**config.mk**
```make
export PLATFORM = sky130hd
export DESIGN_NAME = uart_rx_ovs
export DESIGN_NICKNAME = d
export VERILOG_FILES = /design/src/rtl/uart_pkg.sv /design/src/rtl/uart_baud_tick.sv /design/src/rtl/uart_rx_ovs.sv
export SDC_FILE = /design/constraint.sdc
export NUM_CORES = 1
export LEC_CHECK = 0
export ABC_AREA = 1
export CORE_ASPECT_RATIO = 1.25
export CORE_UTILIZATION = 40
export CTS_CLUSTER_SIZE = 25
export DETAILED_ROUTE_END_ITERATION = 10
export MAX_ROUTING_LAYER = met4
export PLACE_DENSITY = 0.58
export SYNTH_ARGS = -nofsm -noshare
export SYNTH_HDL_FRONTEND = slang
export SYNTH_SLANG_ARGS = --single-unit
```
**constraint.sdc**
```tcl
create_clock -name CLK -period 5.3 [get_ports CLK]
set_input_delay 1.325 -clock CLK [delete_from_list [all_inputs] [get_ports CLK]]
set_output_delay 1.325 -clock CLK [all_outputs]
set_load 0.005 [all_outputs]
```
**src/rtl/uart_pkg.sv**
```systemverilog
// Shared definitions for the oversampling UART receiver: FSM states,
// data-length encodings and the frame-length helper.
package uart_pkg;

  typedef enum logic [2:0] {
    ST_IDLE    = 3'd0,
    ST_START   = 3'd1,
    ST_DATA    = 3'd2,
    ST_PARITY  = 3'd3,
    ST_STOP1   = 3'd4,
    ST_STOP2   = 3'd5,
    ST_BRKWAIT = 3'd6
  } uart_rx_state_e;

  localparam logic [1:0] UART_BITS_5 = 2'd0;
  localparam logic [1:0] UART_BITS_6 = 2'd1;
  localparam logic [1:0] UART_BITS_7 = 2'd2;
  localparam logic [1:0] UART_BITS_8 = 2'd3;

  // Start + data + optional parity + one or two stop bits.
  function automatic logic [3:0] uart_frame_bits(input logic [1:0] bits,
                                                 input logic       par,
                                                 input logic       stop2);
    return 4'd7 + {2'b00, bits} + {3'b000, par} + {3'b000, stop2};
  endfunction

endpackage

```
**src/rtl/uart_baud_tick.sv**
```systemverilog
// Oversample tick generator: divisor counter plus in-bit tick index, with
// strobes on the three majority-vote sample points and on the bit boundary.
module uart_baud_tick #(
  parameter int OVS   = 16,
  parameter int DIV_W = 16
) (
  input  logic             CLK,
  input  logic             RST,
  input  logic             restart,
  input  logic [DIV_W-1:0] div,
  output logic             tick,
  output logic             samp_lo,
  output logic             samp_mid,
  output logic             samp_hi,
  output logic             bit_end
);

  localparam int IDX_W = $clog2(OVS);
  localparam logic [IDX_W-1:0] IDX_LO   = IDX_W'(OVS / 2 - 1);
  localparam logic [IDX_W-1:0] IDX_MID  = IDX_W'(OVS / 2);
  localparam logic [IDX_W-1:0] IDX_HI   = IDX_W'(OVS / 2 + 1);
  localparam logic [IDX_W-1:0] IDX_LAST = IDX_W'(OVS - 1);

  logic [DIV_W-1:0] cnt_q;
  logic [IDX_W-1:0] idx_q;

  // >= rather than == so a divisor lowered while idle cannot strand the counter.
  assign tick     = (cnt_q >= div);
  assign samp_lo  = tick && (idx_q == IDX_LO);
  assign samp_mid = tick && (idx_q == IDX_MID);
  assign samp_hi  = tick && (idx_q == IDX_HI);
  assign bit_end  = tick && (idx_q == IDX_LAST);

  always_ff @(posedge CLK or posedge RST) begin
    if (RST) begin
      cnt_q <= '0;
      idx_q <= '0;
    end else if (restart) begin
      cnt_q <= '0;
      idx_q <= '0;
    end else if (tick) begin
      cnt_q <= '0;
      idx_q <= (idx_q == IDX_LAST) ? '0 : idx_q + 1'b1;
    end else begin
      cnt_q <= cnt_q + 1'b1;
    end
  end

endmodule

```
**src/rtl/uart_rx_ovs.sv**
```systemverilog
// Oversampling UART receiver with glitch-rejecting start detection, break and
// overrun reporting. Define UART_RX_TIMEOUT_EN to build the character timeout.
module uart_rx_ovs
  import uart_pkg::*;
#(
  parameter int OVS           = 16,
  parameter int DIV_W         = 16,
  parameter int SYNC_STAGES   = 2,
  parameter int TIMEOUT_CHARS = 4
) (
  input  logic             CLK,
  input  logic             RST,
  input  logic             rx_i,
  input  logic [DIV_W-1:0] cfg_div_i,
  input  logic [1:0]       cfg_bits_i,
  input  logic             cfg_parity_en_i,
  input  logic             cfg_parity_odd_i,
  input  logic             cfg_stop2_i,
  output logic [7:0]       rx_data_o,
  output logic             rx_valid_o,
  input  logic             rx_ready_i,
  output logic             parity_err_o,
  output logic             frame_err_o,
  output logic             break_o,
  output logic             overrun_o,
  output logic             timeout_o,
  output logic             busy_o
);

  logic [SYNC_STAGES-1:0] sync_q;
  logic                   rx_s, rx_prev_q, start_edge;
  uart_rx_state_e         state_q;
  logic [DIV_W-1:0]       div_q, div_eff;
  logic [1:0]             bits_q;
  logic                   par_en_q, par_odd_q, stop2_q;
  logic                   tick, samp_lo, samp_mid, samp_hi, bit_end;
  logic                   samp_a_q, samp_b_q, maj;
  logic [2:0]             bit_cnt_q, last_bit;
  logic [7:0]             shift_q;
  logic                   par_bit_q, par_err_q, frm_err_q, brk_q, comp_q;
  logic                   unused_sig;

  assign rx_s       = sync_q[SYNC_STAGES-1];
  assign start_edge = (state_q == ST_IDLE) && rx_prev_q && !rx_s;
  assign div_eff    = (state_q == ST_IDLE) ? cfg_div_i : div_q;
  assign maj        = (samp_a_q & samp_b_q) | (samp_a_q & rx_s) | (samp_b_q & rx_s);
  assign busy_o     = (state_q != ST_IDLE);

  always_ff @(posedge CLK or posedge RST) begin
    if (RST) begin
      sync_q    <= '1;
      rx_prev_q <= 1'b1;
    end else begin
      // NOTE: non-blocking so every stage takes its neighbour's old value.
      sync_q    <= {sync_q[SYNC_STAGES-2:0], rx_i};
      rx_prev_q <= rx_s;
    end
  end

  always_ff @(posedge CLK or posedge RST) begin
    if (RST) begin
      div_q     <= '0;
      bits_q    <= UART_BITS_5;
      par_en_q  <= 1'b0;
      par_odd_q <= 1'b0;
      stop2_q   <= 1'b0;
    end else if (start_edge) begin
      div_q     <= cfg_div_i;
      bits_q    <= cfg_bits_i;
      par_en_q  <= cfg_parity_en_i;
      par_odd_q <= cfg_parity_odd_i;
      stop2_q   <= cfg_stop2_i;
    end
  end

  uart_baud_tick #(.OVS(OVS), .DIV_W(DIV_W)) u_tick (
    .CLK      (CLK),
    .RST      (RST),
    .restart  (start_edge),
    .div      (div_eff),
    .tick     (tick),
    .samp_lo  (samp_lo),
    .samp_mid (samp_mid),
    .samp_hi  (samp_hi),
    .bit_end  (bit_end)
  );

  always_ff @(posedge CLK or posedge RST) begin
    if (RST) begin
      samp_a_q <= 1'b1;
      samp_b_q <= 1'b1;
    end else begin
      if (samp_lo)  samp_a_q <= rx_s;
      if (samp_mid) samp_b_q <= rx_s;
    end
  end

  always_comb begin
    // NOTE: default first so no path leaves last_bit unassigned (no latch).
    last_bit = 3'd7;
    case (bits_q)
      UART_BITS_5: last_bit = 3'd4;
      UART_BITS_6: last_bit = 3'd5;
      UART_BITS_7: last_bit = 3'd6;
      UART_BITS_8: last_bit = 3'd7;
      default:     last_bit = 3'd7;
    endcase
  end

  // Every decision is taken at the third vote sample (samp_hi) of the bit.
  always_ff @(posedge CLK or posedge RST) begin
    if (RST) begin
      state_q   <= ST_IDLE;
      bit_cnt_q <= '0;
      shift_q   <= '0;
      par_bit_q <= 1'b0;
      par_err_q <= 1'b0;
      frm_err_q <= 1'b0;
      brk_q     <= 1'b0;
      comp_q    <= 1'b0;
    end else begin
      comp_q <= 1'b0;
      case (state_q)
        ST_IDLE: if (start_edge) begin
          state_q   <= ST_START;
          bit_cnt_q <= '0;
          shift_q   <= '0;
          par_bit_q <= 1'b0;
          par_err_q <= 1'b0;
          frm_err_q <= 1'b0;
          brk_q     <= 1'b0;
        end
        ST_START: if (samp_hi) begin
          if (maj) state_q <= ST_IDLE;
          else     state_q <= ST_DATA;
        end
        ST_DATA: if (samp_hi) begin
          shift_q[bit_cnt_q] <= maj;
          if (bit_cnt_q == last_bit) begin
            if (par_en_q) state_q <= ST_PARITY;
            else          state_q <= ST_STOP1;
          end else begin
            bit_cnt_q <= bit_cnt_q + 1'b1;
          end
        end
        ST_PARITY: if (samp_hi) begin
          par_bit_q <= maj;
          par_err_q <= maj ^ (^shift_q) ^ par_odd_q;
          state_q   <= ST_STOP1;
        end
        ST_STOP1: if (samp_hi) begin
          if (!maj && (shift_q == 8'd0) && !(par_en_q && par_bit_q)) begin
            brk_q     <= 1'b1;
            frm_err_q <= 1'b1;
            comp_q    <= 1'b1;
            state_q   <= ST_BRKWAIT;
          end else begin
            frm_err_q <= !maj;
            if (stop2_q) begin
              state_q <= ST_STOP2;
            end else begin
              comp_q  <= 1'b1;
              state_q <= ST_IDLE;
            end
          end
        end
        ST_STOP2: if (samp_hi) begin
          frm_err_q <= frm_err_q | !maj;
          comp_q    <= 1'b1;
          state_q   <= ST_IDLE;
        end
        ST_BRKWAIT: if (samp_hi && maj) state_q <= ST_IDLE;
        default: state_q <= ST_IDLE;
      endcase
    end
  end

  // Single-entry holding register; a completion that cannot load is dropped.
  always_ff @(posedge CLK or posedge RST) begin
    if (RST) begin
      rx_valid_o   <= 1'b0;
      rx_data_o    <= '0;
      parity_err_o <= 1'b0;
      frame_err_o  <= 1'b0;
      break_o      <= 1'b0;
      overrun_o    <= 1'b0;
    end else begin
      overrun_o <= 1'b0;
      if (comp_q && (!rx_valid_o || rx_ready_i)) begin
        rx_valid_o   <= 1'b1;
        rx_data_o    <= shift_q;
        parity_err_o <= par_err_q;
        frame_err_o  <= frm_err_q;
        break_o      <= brk_q;
      end else begin
        if (comp_q) overrun_o <= 1'b1;
        if (rx_valid_o && rx_ready_i) begin
          rx_valid_o   <= 1'b0;
          parity_err_o <= 1'b0;
          frame_err_o  <= 1'b0;
          break_o      <= 1'b0;
        end
      end
    end
  end

`ifdef UART_RX_TIMEOUT_EN
  localparam int TO_W = $clog2(TIMEOUT_CHARS * 12 + 1);
  logic [TO_W-1:0] to_cnt_q, to_limit;

  assign to_limit   = TO_W'(TIMEOUT_CHARS * int'(uart_frame_bits(bits_q, par_en_q, stop2_q)));
  assign unused_sig = tick;

  always_ff @(posedge CLK or posedge RST) begin
    if (RST) begin
      to_cnt_q  <= '0;
      timeout_o <= 1'b0;
    end else if (start_edge || (rx_valid_o && rx_ready_i)) begin
      to_cnt_q  <= '0;
      timeout_o <= 1'b0;
    end else if (rx_valid_o && (state_q == ST_IDLE) && bit_end && !timeout_o) begin
      to_cnt_q <= to_cnt_q + 1'b1;
      if (to_cnt_q + 1'b1 == to_limit) timeout_o <= 1'b1;
    end
  end
`else
  assign timeout_o  = 1'b0;
  assign unused_sig = tick ^ bit_end ^ (TIMEOUT_CHARS != 0);
`endif

endmodule

```
=== Word level (Yosys, flattened, before mapping) ===
Cells that the tools add are included.

* Register bits after elaboration: 78
* Output and inout port bits: 15
* Logic and storage cells: 151

* Add/sub/neg operators: 3
* Order comparisons: 3
* Equality and inequality tests: 24
* Muxes and demuxes: 54
* Bitwise operators: 8
* Reductions and logical operators: 34

{| class="wikitable"
|+ Operators by type and width
! operator !! count
|-
| 16-bit two-way mux || 3
|-
| 3-bit two-way mux || 14
|-
| 3-bit one-hot mux with 7 select lines || 1
|-
| 1-bit two-way mux || 20
|-
| 2-bit != test, second input constant || 10
|-
| 16-bit by 1-bit adder with 16-bit output, second input constant || 1
|-
| 16-bit greater-or-equal comparator || 1
|-
| 8-bit two-way mux || 2
|-
| 8-bit one-hot mux with 2 select lines || 1
|-
| 4-bit equality test, second input constant || 3
|-
| 1-bit logical AND || 12
|-
| 4-bit two-way mux || 3
|-
| 3-bit one-hot mux with 4 select lines || 1
|-
| 4-bit AND reduction || 3
|-
| 2-bit nonzero test || 5
|-
| 3-bit equality test, second input constant || 3
|-
| 8-bit bitwise mux || 1
|-
| 8-bit logical NOT || 1
|-
| 1-bit one-hot mux with 2 select lines || 4
|-
| 8-bit AND reduction || 1
|-
| 8-bit parity || 1
|-
| 3-bit by 2-bit equality test with 1-bit output, second input constant || 2
|-
| 3-bit one-hot mux with 2 select lines || 1
|-
| 3-bit AND reduction || 2
|-
| other kinds (20) || 30
|}

=== Logic depth before layout (Yosys ltp) ===
* Depth after elaboration: 9
* Depth in mapped cells: 24

=== Cells and area by module ===
A second synthesis with hierarchy kept.

* Cell total of the unflattened synthesis: 613
* Area, all modules: 4590.7 sq um

{| class="wikitable"
|+ Modules (own cells, without submodules)
! module !! instances !! cells each !! area each (sq um)
|-
| uart_rx_ovs || 1 || 402 || 3007.9
|-
| uart_baud_tick || 1 || 211 || 1582.8
|}

=== Least setup slack after synthesis ===
Ideal clock, no wire load.

* Path type: in2reg
* Start: input port cfg_div_i[15]
* End: register shift_q[0]
* Setup time: 0.117 ns
* Data arrival time: 2.761 ns
* Required time: 5.183 ns
* Setup slack: 2.422 ns
* Cell stages on the path: 14
* Path buffers: 1
* Path through: inv_1 > nand2_1 > o21ai_0 > ha_1 > nand2_1 > nor3_2 > nand2_2 > nand2_4 > nand2_4 > o21ai_4 > buf_6 > o21ai_2 > nand2_1 > nand2_1

* Cells in the longest elaborated chain, start to end: 5

{| class="wikitable"
|+ RTL lines
! element !! line !! RTL
|-
| from (decl) || uart_rx_ovs.sv:14 || <nowiki>input logic [DIV_W-1:0] cfg_div_i,</nowiki>
|-
| 16-bit two-way mux || uart_rx_ovs.sv:45 || <nowiki>assign div_eff = (state_q == ST_IDLE) ? cfg_div_i : div_q;</nowiki>
|-
| 16-bit greater-or-equal comparator || uart_baud_tick.sv:28 || <nowiki>assign tick = (cnt_q >= div);</nowiki>
|-
| 1-bit logical AND || uart_baud_tick.sv:31 || <nowiki>assign samp_hi = tick && (idx_q == IDX_HI);</nowiki>
|-
| 2-bit != test (no line) || -- ||
|-
| 3-bit AND reduction (no line) || -- ||
|-
| to (signal, indexed assignment) || uart_rx_ovs.sv:138 || <nowiki>shift_q[bit_cnt_q] <= maj;</nowiki>
|-
| to (decl) || uart_rx_ovs.sv:39 || <nowiki>logic [7:0] shift_q;</nowiki>
|}

Every way passes these cells.
A chain may end at the register's enable or synchronous reset.

=== Final worst setup path ===
* Start: register state_q[0]
* End: output port busy_o

* Cells in the longest elaborated chain, start to end: 1

{| class="wikitable"
|+ RTL lines
! element !! line !! RTL
|-
| from (decl) || uart_rx_ovs.sv:32 || <nowiki>uart_rx_state_e state_q;</nowiki>
|-
| from (signal assigned) || uart_rx_ovs.sv:113 || <nowiki>state_q <= ST_IDLE;</nowiki>
|-
| from (signal assigned) || uart_rx_ovs.sv:125 || <nowiki>state_q <= ST_START;</nowiki>
|-
| from (signal assigned) || uart_rx_ovs.sv:134 || <nowiki>if (maj) state_q <= ST_IDLE;</nowiki>
|-
| 3-bit nonzero test || uart_rx_ovs.sv:47 || <nowiki>assign busy_o = (state_q != ST_IDLE);</nowiki>
|-
| to (decl) || uart_rx_ovs.sv:27 || <nowiki>output logic busy_o</nowiki>
|}

Every way passes these cells.

==> results by group <==
Drt
  – Post-DR wirelength/cell: 12.95 um
  – DRT iter0 DRCs: about 130
  – Remaining number of nets flagged by the antenna check after routing: 0
  – Detailed Route WL: between 9 and 10 mm
  – Iteration count of the initial detailed-routing pass: 4
  – Number of DRC violations after detailed routing: 0
  – Vias: about 3500
  – DR vias/cell: 5.020

Die
  – Area of the die: ~0.011 mm^2
  – Number of placement rows: 42
  – Area of the core: around 0.011 mm^2
  – Ports: 40
  – Die X-Extent: roughly 95 um
  – DIE HEIGHT: approximately 120 um
  – Initial Util: 0.4088

Worst hold path
  – Worst hold path class: flop to flop
  – Hold Path End: sync_q[1]$_DFF_PP1_
  – Number of cells traversed by the worst hold path: 0
  – Beginning of the worst hold path: sync_q[0]$_DFF_PP1_

Clock tree
  – Root buffer cell: sky130_fd_sc_hd__clkbuf_16
  – Reg clk slew, reported paths: roughly 60 ps
  – Maximum buffer depth of the clock tree: 2
  – Clock sink total: 78
  – Clock buffers created by TritonCTS: 9
  – H-tree level count: 3
  – TritonCTS clock tree: built
  – Post-CTS setup buffer count: 0
  – Post-CTS Resized: 0
  – Clock Latency Late Sink: approximately 340 ps
  – Number of hold buffers added after cts: 0

Setup path
  – Worst path cell trace: nor2_1, inv_2, nor2_4, inv_1, clkdlybuf4s50_1
  – Worst Setup End Kind: output port
  – Worst Setup Start Kind: flop
  – Endpoint of the worst register-to-register path: u_tick.idx_q[3]$_DFFE_PP0P_
  – Data arrival time of the worst path: 2380 ps
  – Critical R2R Launch: state_q[0]$_DFFE_PP0P_
  – Maximum fanout along the worst path: 32
  – Path depth of the worst reg2reg path: 16
  – Worst-path cell with the longest stage delay: sky130_fd_sc_hd__inv_1
  – Biggest cell delay along the critical path: between 600 and 700 ps
  – Critical path type: flop to output port
  – Worst reg2reg setup slack: about 1700 ps
  – Critical path data required time: just under 4000 ps

Pwr
  – Leakage Power: 0.002404 uW
  – Ratio of total power to cell area: between 400 and 500 mW/mm^2
  – VDD IR max: 182.0 uV

Cells and area
  – Share of post-route cells with drive strength above 1: 0.08014
  – Antenna cells: 0
  – Final cell count without fillers: 706
  – Layout Area Growth over Synthesis: 17.10%
  – Share of the core filled with cells in the final layout: 0.4787
  – Nets: between 600 and 700

Synthesis
  – Syn nets: around 600
  – Synthesized area divided by synthesized cell count: 8.041 um^2
  – Syn. warnings: 0
  – Portion of the post-synthesis area used by sequential elements: 0.4535
  – Proportion of synthesized flip-flops having asynchronous set or reset: 1.000
  – Gate Count Post-Synth: ~540
  – Flip-flop and latch count after synthesis: ~80
  – Post-synth top flop: sky130_fd_sc_hd__dfrtp_1
  – Post-synthesis cell type count: 40
  – Count of flip-flops with a built-in enable after synthesis: 0
  – Post-synthesis instance area: roughly 0.0043 mm^2

GRT
  – Global routing usage summed across all routing layers: 0.1858
  – Initial antenna violation count: 0
  – Pin count of the biggest net entering global routing: between 40 and 50
  – Met2 GRT Util: 0.3026
  – Layer carrying the most global-route usage: met2
  – Via count of the first global-routing pass: ~3500
  – Fraction of met1 tracks used by global routing: 0.2146
  – Total congestion overflow: 0
  – Global Route met3 Usage: 0.02767
  – Global-route wire length before repair: roughly 16 mm

STA
  – Final period demand of the worst path: 3705 ps
  – Unrepaired setup endpoints after global routing: false
  – Timing-limited maximum frequency: about 270 MHz
  – Crit share post-route: 0.6991
  – Max-slew headroom: 0.4023
  – Worst-case clock skew: between 5 and 6 ps
  – Final number of hold-violating endpoints: 0
  – Slew at the pin with the worst max-slew slack: ~900 ps
  – Final count of negative-setup-slack endpoints: 0
  – Aggregate negative setup slack: 0 ps
  – Final-report max-slew violation count: 0

Placed design
  – Number of port buffers: 38
  – Post-detailed-placement half-perimeter wirelength: 6.658 mm
  – Dpl cells: between 600 and 700
  – RePlAce Congestion: 0.7986

Job
  – MaxCap Viol Count: 0

Outcome
  – Result of the run: finished, final reports clean
## per-layer routing
layer,up-vias,share of wire
li1,1800,-
met1,1661,0.44
met2,64,0.50
met3,19,0.024
met4,0,0.036
met5,-,0
## per-stage QoR
stage	instance area (um^2)	power [uW]	worst slack (ps)	hold slack (ps)
6_report	5056	2207	1595	353.8
5_1_grt	5056	2400	1277	355.9
4_1_cts	5056	2232	1585	355.1
3_5_place_dp	4785	1636	1416	346.9
3_3_place_gp	4785	1610	1449	347.2
2_1_floorplan	4318	1445	1988	345.2
## Yosys cell counts, drive strengths merged, types with 7 or more instances
| master | number | share of area |
|---|---|---|
| dfrtp | 73 | 0.42 |
| nand4 | 7 | 0.010 |
| ha | 25 | 0.072 |
| a21oi | 15 | 0.017 |
| nand3 | 28 | 0.035 |
| nor3 | 19 | 0.026 |
| xor2 | 7 | 0.014 |
| buf | 11 | 0.016 |
| inv | 71 | 0.062 |
| o21ai | 63 | 0.077 |
| nand2 | 150 | 0.14 |
| nor2 | 37 | 0.039 |
## state kept, by name, summed over array words and instances (netlist names), 2 cells and up
signal / count
bits_q: 2
shift_q: 8
u_tick.cnt_q: 16
u_tick.idx_q: 4
sync_q: 2
bit_cnt_q: 3
rx_data_o: 8
state_q: 3
div_q: 16
## logic make-up after synthesis
logic type / Yosys count / synth area share
and+or+nand+nor: 245 / 0.2507
xor gates and xnor gates: 12 / 0.02434
adders and majority gates: 25 / 0.07244
other: 1 / 0.0008685
DFF: 78 / 0.4535
AOI/OAI and AO/OA: 88 / 0.1148
buffers and inverters: 88 / 0.08345
## worst max-delay path by stage
stage	from	endpoint	slack, ps	cells after the start
3_5_place_dp	cfg_div_i[15]	u_tick.idx_q[3]$_DFFE_PP0P_	1420	13
6_report	state_q[0]$_DFFE_PP0P_	busy_o	1590	5
3_3_place_gp	cfg_div_i[15]	u_tick.idx_q[3]$_DFFE_PP0P_	1450	13
5_1_grt	state_q[0]$_DFFE_PP0P_	u_tick.idx_q[3]$_DFFE_PP0P_	1280	18
2_1_floorplan	RST	bit_cnt_q[0]$_DFFE_PP0P_	1990	1
4_1_cts	state_q[0]$_DFFE_PP0P_	busy_o	1580	5
## power breakdown
group	switching [uW]	internal, uW
Combinational	482	292
Clock	228	359
Sequential	109	738
## layout by cell type (no fill, tap or decap), types with 2 or more instances in the layout
master,n
sky130_fd_sc_hd__clkdlybuf4s50_1,38
sky130_fd_sc_hd__nor2_1,28
sky130_fd_sc_hd__ha_1,25
sky130_fd_sc_hd__nor2_2,8
sky130_fd_sc_hd__nand4_1,7
sky130_fd_sc_hd__xnor2_1,5
sky130_fd_sc_hd__inv_2,4
sky130_fd_sc_hd__clkbuf_16,9
sky130_fd_sc_hd__clkbuf_1,3
sky130_fd_sc_hd__xor2_1,7
sky130_fd_sc_hd__dfstp_2,5
sky130_fd_sc_hd__o221ai_1,2
sky130_fd_sc_hd__inv_1,65
sky130_fd_sc_hd__a21oi_1,15
sky130_fd_sc_hd__a22oi_1,2
sky130_fd_sc_hd__nand2_1,146
sky130_fd_sc_hd__clkinv_2,2
sky130_fd_sc_hd__nand2_2,2
sky130_fd_sc_hd__dfrtp_1,73
sky130_fd_sc_hd__nand3_2,2
sky130_fd_sc_hd__nand3_1,26
sky130_fd_sc_hd__nor3_2,3
sky130_fd_sc_hd__nor3_1,16
sky130_fd_sc_hd__o21ai_0,58
sky130_fd_sc_hd__a211oi_2,2
sky130_fd_sc_hd__nand2_4,2
sky130_fd_sc_hd__nor3b_1,2
sky130_fd_sc_hd__o21ai_1,3
## critical path: cells and delay by family, from the launching register on
family / cells / cell delay (ps)
buffers and inverters: 3 / 1420
DFF: 1 / 460
and+or+nand+nor: 2 / 160
## area by class of cell
| cell class | instances | area [um^2] |
|---|---|---|
| clock buffer | 12 | 236.5 |
| clock inverter | 2 | 35.03 |
| fill | 1062 | 5507 |
| inverter | 72 | 274.0 |
| multi-input combinational | 371 | 1999 |
| sequential | 78 | 1958 |
| tap | 132 | 165.2 |
| timing repair buffer | 39 | 387.9 |
Note: power is estimated with default switching activity, not from simulation.
